### src/rtl/mmu_ctrl_pkg.sv
// mmu_ctrl_pkg: shared FSM state, memory request type and sizing defaults
package mmu_ctrl_pkg;
    localparam int ICACHE_LINES_DEF = 16;
    localparam int NUM_TRD_DEF = 8;
    typedef enum logic [1:0] {IDLE, I_FILL, D_ACC} state_t;
    typedef struct packed {
        logic        we;
        logic [31:0] addr;
        logic [31:0] wdata;
    } mem_req_t;
endpackage

### src/rtl/mmu_ctrl_if.sv
// mmu_ctrl_if: core I/D ports, segment config and backing memory bus
interface mmu_ctrl_if;
    logic [31:0] i_addr, i_rd_data;
    logic        i_rd, i_miss, i_segfault;
    logic [2:0]  i_trd;
    logic [31:0] d_addr, d_wr_data, d_rd_data;
    logic        d_rd, d_wr, d_miss, d_segfault;
    logic [2:0]  d_trd;
    logic        seg_wr;
    logic [2:0]  seg_trd;
    logic [31:0] seg_base, seg_limit;
    logic        m_req, m_we, m_ack;
    logic [31:0] m_addr, m_wdata, m_rdata;
    modport slave (
        input  i_addr, i_rd, i_trd, d_addr, d_wr_data, d_rd, d_wr, d_trd,
               seg_wr, seg_trd, seg_base, seg_limit, m_ack, m_rdata,
        output i_rd_data, i_miss, i_segfault, d_rd_data, d_miss, d_segfault,
               m_req, m_we, m_addr, m_wdata
    );
    modport master (
        output i_addr, i_rd, i_trd, d_addr, d_wr_data, d_rd, d_wr, d_trd,
               seg_wr, seg_trd, seg_base, seg_limit, m_ack, m_rdata,
        input  i_rd_data, i_miss, i_segfault, d_rd_data, d_miss, d_segfault,
               m_req, m_we, m_addr, m_wdata
    );
endinterface

### src/rtl/mmu_seg_table.sv
// mmu_seg_table: per-thread base/limit registers with I and D lookup ports
module mmu_seg_table #(
    parameter int NUM_TRD = 8
) (
    input  logic        clk,
    input  logic        rst,
    input  logic        wr,
    input  logic [2:0]  wr_trd,
    input  logic [31:0] wr_base,
    input  logic [31:0] wr_limit,
    input  logic [2:0]  i_trd,
    input  logic [31:0] i_addr,
    input  logic [2:0]  d_trd,
    input  logic [31:0] d_addr,
    output logic [31:0] i_phys,
    output logic        i_fault,
    output logic [31:0] d_phys,
    output logic        d_fault
);
    logic [31:0] base [NUM_TRD];
    logic [31:0] limit [NUM_TRD];
    always_ff @(posedge clk)
        if (rst)
            for (int t = 0; t < NUM_TRD; t++) begin
                base[t] <= '0;
                limit[t] <= '1;
            end
        else if (wr) begin
            base[wr_trd] <= wr_base;
            limit[wr_trd] <= wr_limit;
        end
    assign i_phys = base[i_trd] + i_addr;
    assign i_fault = i_addr > limit[i_trd];
    assign d_phys = base[d_trd] + d_addr;
    assign d_fault = d_addr > limit[d_trd];
endmodule

### src/rtl/mmu_ctrl.sv
// mmu_ctrl: segment MMU with direct-mapped I-cache and uncached replayed D-port
module mmu_ctrl
    import mmu_ctrl_pkg::*;
#(
    parameter int ICACHE_LINES = ICACHE_LINES_DEF,
    parameter int NUM_TRD = NUM_TRD_DEF
) (
    input logic clk,
    input logic rst,
    mmu_ctrl_if.slave bus
);
    localparam int IW = $clog2(ICACHE_LINES);
    localparam int TW = 30 - IW;
    logic [31:0] i_phys, d_phys;
    logic i_fault, d_fault;
    mmu_seg_table #(.NUM_TRD(NUM_TRD)) u_seg (
        .clk(clk), .rst(rst),
        .wr(bus.seg_wr), .wr_trd(bus.seg_trd), .wr_base(bus.seg_base), .wr_limit(bus.seg_limit),
        .i_trd(bus.i_trd), .i_addr(bus.i_addr), .d_trd(bus.d_trd), .d_addr(bus.d_addr),
        .i_phys(i_phys), .i_fault(i_fault), .d_phys(d_phys), .d_fault(d_fault)
    );
    logic [31:0] line_data [ICACHE_LINES];
    logic [TW-1:0] line_tag [ICACHE_LINES];
    logic [ICACHE_LINES-1:0] line_v;
    state_t state;
    mem_req_t mreq;
    logic m_req;
    logic [31:0] i_rd_data, d_rd_data;
    logic i_miss, i_segfault, d_miss, d_segfault;
    logic done_v, done_we;
    logic [2:0] done_trd, pend_trd;
    logic [31:0] done_addr, done_data, pend_addr;
    logic [IW-1:0] i_idx;
    logic i_hit, d_req, d_match, d_go, i_go, ack;
    assign i_idx = i_phys[2 +: IW];
    assign i_hit = line_v[i_idx] && line_tag[i_idx] == i_phys[31 -: TW];
    assign d_req = bus.d_rd || bus.d_wr;
    assign d_match = done_v && done_trd == bus.d_trd && done_addr == bus.d_addr && done_we == bus.d_wr;
    // D-side misses win the single memory port over a concurrent I-miss
    assign d_go = state == IDLE && d_req && !d_fault && !d_match;
    assign i_go = state == IDLE && bus.i_rd && !i_fault && !i_hit && !d_go;
    assign ack = state != IDLE && bus.m_ack;
    always_ff @(posedge clk)
        if (!rst && state == I_FILL && bus.m_ack) begin
            line_data[mreq.addr[2 +: IW]] <= bus.m_rdata;
            line_tag[mreq.addr[2 +: IW]] <= mreq.addr[31 -: TW];
        end
    always_ff @(posedge clk)
        if (rst) begin
            state <= IDLE;
            m_req <= 1'b0;
            mreq <= '0;
            line_v <= '0;
            {i_rd_data, i_miss, i_segfault, d_rd_data, d_miss, d_segfault} <= '0;
            {done_v, done_we, done_trd, done_addr, done_data, pend_trd, pend_addr} <= '0;
        end else begin
            i_segfault <= bus.i_rd && i_fault;
            i_miss <= bus.i_rd && !i_fault && !i_hit;
            i_rd_data <= bus.i_rd && !i_fault && i_hit ? line_data[i_idx] : '0;
            d_segfault <= d_req && d_fault;
            d_miss <= d_req && !d_fault && !d_match;
            d_rd_data <= d_req && !d_fault && d_match && !bus.d_wr ? done_data : '0;
            if (d_req && !d_fault && d_match)
                done_v <= 1'b0;
            if (ack) begin
                state <= IDLE;
                m_req <= 1'b0;
                if (state == I_FILL)
                    line_v[mreq.addr[2 +: IW]] <= 1'b1;
                else
                    {done_v, done_we, done_trd, done_addr, done_data} <= {1'b1, mreq.we, pend_trd, pend_addr, bus.m_rdata};
            end else if (d_go) begin
                state <= D_ACC;
                m_req <= 1'b1;
                mreq <= '{we: bus.d_wr, addr: d_phys, wdata: bus.d_wr_data};
                {pend_trd, pend_addr} <= {bus.d_trd, bus.d_addr};
                done_v <= 1'b0;
            end else if (i_go) begin
                state <= I_FILL;
                m_req <= 1'b1;
                mreq <= '{we: 1'b0, addr: i_phys, wdata: 32'h0};
            end
            if (bus.seg_wr) begin
                line_v <= '0;
                done_v <= 1'b0;
            end
        end
    assign bus.i_rd_data = i_rd_data;
    assign bus.i_miss = i_miss;
    assign bus.i_segfault = i_segfault;
    assign bus.d_rd_data = d_rd_data;
    assign bus.d_miss = d_miss;
    assign bus.d_segfault = d_segfault;
    assign bus.m_req = m_req;
    assign bus.m_we = mreq.we;
    assign bus.m_addr = mreq.addr;
    assign bus.m_wdata = mreq.wdata;
endmodule

### src/flat_wrapper.sv
// flat-port wrapper written by rule: the top's interface ports become plain ports
module mmu_ctrl_flat import mmu_ctrl_pkg::*;
#(
    parameter int ICACHE_LINES = ICACHE_LINES_DEF,
    parameter int NUM_TRD = NUM_TRD_DEF
)
  (clk, rst, bus_i_addr, bus_i_rd, bus_i_trd, bus_d_addr, bus_d_wr_data, bus_d_rd, bus_d_wr, bus_d_trd, bus_seg_wr, bus_seg_trd, bus_seg_base, bus_seg_limit, bus_m_ack, bus_m_rdata, bus_i_rd_data, bus_i_miss, bus_i_segfault, bus_d_rd_data, bus_d_miss, bus_d_segfault, bus_m_req, bus_m_we, bus_m_addr, bus_m_wdata);
  mmu_ctrl_if bus_i ();
  input logic clk;
  input logic rst;
  input wire logic [$bits(bus_i.i_addr)-1:0] bus_i_addr;
  input wire logic [$bits(bus_i.i_rd)-1:0] bus_i_rd;
  input wire logic [$bits(bus_i.i_trd)-1:0] bus_i_trd;
  input wire logic [$bits(bus_i.d_addr)-1:0] bus_d_addr;
  input wire logic [$bits(bus_i.d_wr_data)-1:0] bus_d_wr_data;
  input wire logic [$bits(bus_i.d_rd)-1:0] bus_d_rd;
  input wire logic [$bits(bus_i.d_wr)-1:0] bus_d_wr;
  input wire logic [$bits(bus_i.d_trd)-1:0] bus_d_trd;
  input wire logic [$bits(bus_i.seg_wr)-1:0] bus_seg_wr;
  input wire logic [$bits(bus_i.seg_trd)-1:0] bus_seg_trd;
  input wire logic [$bits(bus_i.seg_base)-1:0] bus_seg_base;
  input wire logic [$bits(bus_i.seg_limit)-1:0] bus_seg_limit;
  input wire logic [$bits(bus_i.m_ack)-1:0] bus_m_ack;
  input wire logic [$bits(bus_i.m_rdata)-1:0] bus_m_rdata;
  output wire logic [$bits(bus_i.i_rd_data)-1:0] bus_i_rd_data;
  output wire logic [$bits(bus_i.i_miss)-1:0] bus_i_miss;
  output wire logic [$bits(bus_i.i_segfault)-1:0] bus_i_segfault;
  output wire logic [$bits(bus_i.d_rd_data)-1:0] bus_d_rd_data;
  output wire logic [$bits(bus_i.d_miss)-1:0] bus_d_miss;
  output wire logic [$bits(bus_i.d_segfault)-1:0] bus_d_segfault;
  output wire logic [$bits(bus_i.m_req)-1:0] bus_m_req;
  output wire logic [$bits(bus_i.m_we)-1:0] bus_m_we;
  output wire logic [$bits(bus_i.m_addr)-1:0] bus_m_addr;
  output wire logic [$bits(bus_i.m_wdata)-1:0] bus_m_wdata;
  assign bus_i.i_addr = bus_i_addr;
  assign bus_i.i_rd = bus_i_rd;
  assign bus_i.i_trd = bus_i_trd;
  assign bus_i.d_addr = bus_d_addr;
  assign bus_i.d_wr_data = bus_d_wr_data;
  assign bus_i.d_rd = bus_d_rd;
  assign bus_i.d_wr = bus_d_wr;
  assign bus_i.d_trd = bus_d_trd;
  assign bus_i.seg_wr = bus_seg_wr;
  assign bus_i.seg_trd = bus_seg_trd;
  assign bus_i.seg_base = bus_seg_base;
  assign bus_i.seg_limit = bus_seg_limit;
  assign bus_i.m_ack = bus_m_ack;
  assign bus_i.m_rdata = bus_m_rdata;
  assign bus_i_rd_data = bus_i.i_rd_data;
  assign bus_i_miss = bus_i.i_miss;
  assign bus_i_segfault = bus_i.i_segfault;
  assign bus_d_rd_data = bus_i.d_rd_data;
  assign bus_d_miss = bus_i.d_miss;
  assign bus_d_segfault = bus_i.d_segfault;
  assign bus_m_req = bus_i.m_req;
  assign bus_m_we = bus_i.m_we;
  assign bus_m_addr = bus_i.m_addr;
  assign bus_m_wdata = bus_i.m_wdata;
  mmu_ctrl #(.ICACHE_LINES(ICACHE_LINES), .NUM_TRD(NUM_TRD)) u_core (.clk(clk), .rst(rst), .bus(bus_i));
endmodule
### config.mk
export PLATFORM = sky130hd
export DESIGN_NAME = mmu_ctrl_flat
export DESIGN_NICKNAME = d
export VERILOG_FILES = /design/src/rtl/mmu_ctrl_pkg.sv /design/src/rtl/mmu_ctrl_if.sv /design/src/rtl/mmu_seg_table.sv /design/src/rtl/mmu_ctrl.sv /design/src/flat_wrapper.sv
export SDC_FILE = /design/constraint.sdc
export NUM_CORES = 2
export LEC_CHECK = 0
export ABC_CLOCK_PERIOD_IN_PS = 6720
export BUFFER_PORTS_ARGS = -buffer_cell sky130_fd_sc_hd__buf_2
export CORE_MARGIN = 1.5
export CORE_UTILIZATION = 56
export DETAILED_ROUTE_END_ITERATION = 6
export PLACE_DENSITY_LB_ADDON = 0.3
export SETUP_SLACK_MARGIN = 0.4
export SLEW_MARGIN = 10
export SYNTH_ARGS = -nofsm -noshare
export SYNTH_HDL_FRONTEND = slang
export SYNTH_SLANG_ARGS = --single-unit
export TNS_END_PERCENT = 1
### constraint.sdc
create_clock -name clk -period 6.72 [get_ports clk]
set_clock_uncertainty 0.2 [all_clocks]
set_input_delay 0.672 -clock clk [delete_from_list [all_inputs] [get_ports clk]]
set_output_delay 0.672 -clock clk [all_outputs]
set_load 0.02 [all_outputs]
==> metrics.md <==
| Metric | Value |
|---|---|
| Cell Pwr Density | `316.2 nW/µm²` |
| Final Critical Period | `~5.8 ns` |
| Crit end category | `register` |
| WL/cell | `around 30 µm` |
| Initial core utilization | `0.5660` |
| DIE AREA | `between 100,000 and 150,000 µm²` |
| Final Core Density | `0.6497` |
| Growth of design area from synthesis to finish | `14.79%` |
| Root buffer selected by CTS | `clkbuf_16` |
| CP Class | `reg -> reg` |
| Worst slew margin relative to its limit | `0.2165` |
| Largest net degree at the start of global routing | `83` |
| # placed instances | `approximately 6,700` |
| Global-route usage over all layers | `0.3114` |
| Max clock buf depth | `3` |
| Die W | `~370 µm` |
| Vias in the first global route | `roughly 46,000` |
| DIE HEIGHT | `around 370 µm` |
| Post-Syn Instances | `about 4,800` |
| Sequential area share after synthesis | `0.6387` |
| PortBufs | `between 300 and 400` |
| Grt total ovfl | `0` |
| Gpl congestion | `between 0.9 and 1` |
| Residual DRC count | `0` |
| Slew Viols, Final | `0` |
| # rows | `134` |
| Vias per std cell | `between 6 and 7` |
| CTS buffer count | `around 170` |
| Min-Delay Path Class | `in -> reg` |
| Post-Layout Inst Area | `~87,000 µm²` |
| Ranking of synthesized cells by area | `edfxtp_1 57%, mux4_2 14%, dfxtp_1 6.8%` |
| Critical Path Fanout Max | `65` |
| Req. time, crit path | `about 7.2 ns` |
| Final wirelength | `213.1 mm` |
| FMAX | `around 0.17 GHz` |
| Mean post-synth cell area | `~16 µm²` |
| Detail Placement HPWL | `131.4 mm` |
| Yosys top cell by area | `edfxtp_1` |
| Clk pin slew, worst setup/hold paths | `about 0.060 ns` |
| Post-route clock period utilization | `0.8657` |
| Core Footprint | `roughly 130,000 µm²` |
| Placed inst area | `80,360 µm²` |
| Status | `finished clean` |
| Synth Warn # | `0` |
| Syn nets | `5,088` |
| CP startpoint kind | `register` |
| Share of cells above drive strength 1 | `0.2558` |
| Final setup vio count | `0` |
| IO Count | `342` |
| CTS sink cnt | `between 1,500 and 2,000` |
| Initial DRC count | `roughly 5,500` |
| Final ANT Viol Nets | `0` |
| RSZ-0062 raised after global routing | `no` |
| Post-synth top flop | `edfxtp_1` |
| Later-pin clock latency in the skew report | `between 0.8 and 0.9 ns` |
| H-tree Lvls | `4` |
| First-pass GRT wire length | `roughly 310 mm` |
| Worst-Margin Slew | `1.175 ns` |
| Setup TNS | `0 ns` |
| Max VDD drop | `around 0.26 mV` |
| Antenna violations before repair | `32` |
| Number of max-cap violations | `0` |
| Post-synth cell types | `85` |
| Synthesized area | `75,730 µm²` |
| Vias | `between 40,000 and 50,000` |
| Final hold vios | `0` |
| # nets final | `between 5,000 and 6,000` |
| CTS tree | `done` |
| Post-synth top area share | `0.5710` |
| Arr. time, crit path | `about 6.3 ns` |
| EDFF count, synth | `1,440` |
| Router iterations before antenna repair | `5` |
| Ys async rst share | `0` |
| Leakage power | `30.01 nW` |
| Register bit total from synthesis | `around 1,700` |
| Finished Layout Cells | `7,138` |
[placed cells by master (no fill, tap or decap), types with 63 or more instances in the layout]
cell type and count:
a21oi_1 226, buf_2 334, ha_1 126, mux2_2 63, buf_4 138, and2_1 291
mux2i_1 132, clkbuf_16 170, a211oi_1 76, nand2_1 307, xor2_1 63, dlygate4sd3_1 100
edfxtp_1 1440, dfxtp_1 256, or3_1 72, mux4_2 483, nor2_1 74, nand2b_1 199
[kinds of logic (layout without fill, tap and decap cells)]
| logic type | after synthesis | in the layout | share of synthesized area |
|---|---|---|---|
| other | 0 | 7 | 0 |
| XOR/XNOR | 119 | 119 | 0.01414 |
| flip-flops | 1696 | 1696 | 0.6387 |
| AND/OR/NAND/NOR | 1173 | 1173 | 0.08309 |
| buffers and inverters | 342 | 953 | 0.01803 |
| adder cells (fa/ha/maj) | 128 | 128 | 0.02135 |
| multiplexers | 678 | 678 | 0.1705 |
| AO/OA/AOI/OAI | 616 | 616 | 0.05421 |
[cells in the mapped netlist, types with 48 or more instances]
master    instances
edfxtp_1       1440
mux4_2          483
nand2_1         309
and2_1          292
dfxtp_1         256
a21oi_1         226
clkbuf_1        219
nand2b_1        199
mux2i_1         132
ha_1            126
nor2_1           93
a211oi_1         77
or3_1            72
xor2_1           65
mux2_2           63
a21o_1           55
xnor2_1          51
buf_1            50
nor2b_1          48
[state kept, by name, summed over array words and instances (netlist names), 2 cells and up]
name,cells
u_core.line_v,16
u_core.pend_addr,32
u_core.done_addr,32
u_core.bus.d_rd_data,32
u_core.done_trd,3
u_core.bus.m_wdata,32
u_core.state,2
u_core.u_seg.limit,256
u_core.bus.i_rd_data,32
u_core.line_data,512
u_core.bus.m_addr,32
u_core.done_data,32
u_core.line_tag,416
u_core.pend_trd,3
u_core.u_seg.base,256
[through the flow]
stage	total power [mW]	worst slack, ns	hold WS (ns)
6_report	27.48	0.9024	0.03757
5_1_grt	28.38	0.5112	0.01807
4_1_cts	27.52	0.9084	0.0002204
3_5_place_dp	18.23	0.1416	0.2396
3_3_place_gp	18.13	0.1051	0.2340
2_1_floorplan	16.23	-0.01816	0.2296
[metal layers]
metal  up-vias  part of all wire  global-route usage
met5         -            0.0011                   0
met2      2664              0.48              0.5016
met3       498              0.11             0.07437
met4        40             0.043              0.1253
li1      19580                 -                   -
met1     23450              0.37              0.4105
[path summary, 6_finish.rpt]
| check | startpoint | to | slack (ns) | cells after the start |
|---|---|---|---|---|
| worst min register to register | u_core.pend_addr[29] | u_core.done_addr[29] | 0.22 | 2 |
| worst max-delay path | u_core.u_seg.base[3][0] | u_core.bus.m_addr[22] | 0.90 | 19 |
| worst max register to register | u_core.u_seg.base[3][0] | u_core.bus.m_addr[22] | 0.90 | 19 |
| worst min-delay path | bus_seg_limit[18] | u_core.u_seg.limit[7][18] | 0.04 | 2 |
[where the power goes]
part           internal (mW)  total, mW  switching, mW
sequential              12.0       12.4          0.435
clock                   5.23       9.34           4.11
combinational           2.43       5.71           3.28
[area by class of cell]
type / instances / area, µm²
diodes: 7 / 17.52
clock buffers: 232 / 4664
clock inverters: 85 / 880.8
fillers: 9218 / 46870
inverters: 32 / 120.1
multi-input cells: 2714 / 26330
flip-flops and latches: 1696 / 48370
well taps: 1768 / 2212
repair buffers: 604 / 4328
[worst max-delay path: stages, from the launching register on]
cell      delay [ns]
edfxtp_1        0.40
mux4_2          0.49
mux2_2          0.28
ha_1            0.24
inv_1           0.10
fa_1            0.20
and2b_1         0.21
o22ai_2         0.31
xnor2_4         0.27
buf_4           0.31
mux4_2          0.34
a22o_1          0.25
a221oi_1        0.34
xnor2_1         0.17
nand3_1         0.14
nor3_1          0.28
and4_2          0.37
buf_12          0.35
nor2_1          0.18
o311a_1         0.32
[repair_timing]
action                                  CTS  global route
hold endpoints to repair                459             0
hold buffers                            100             0
endpoints found under the setup margin    0             6
setup buffers                             0             0
resized for setup                         0             1
Note: power is estimated with default switching activity, not from simulation.
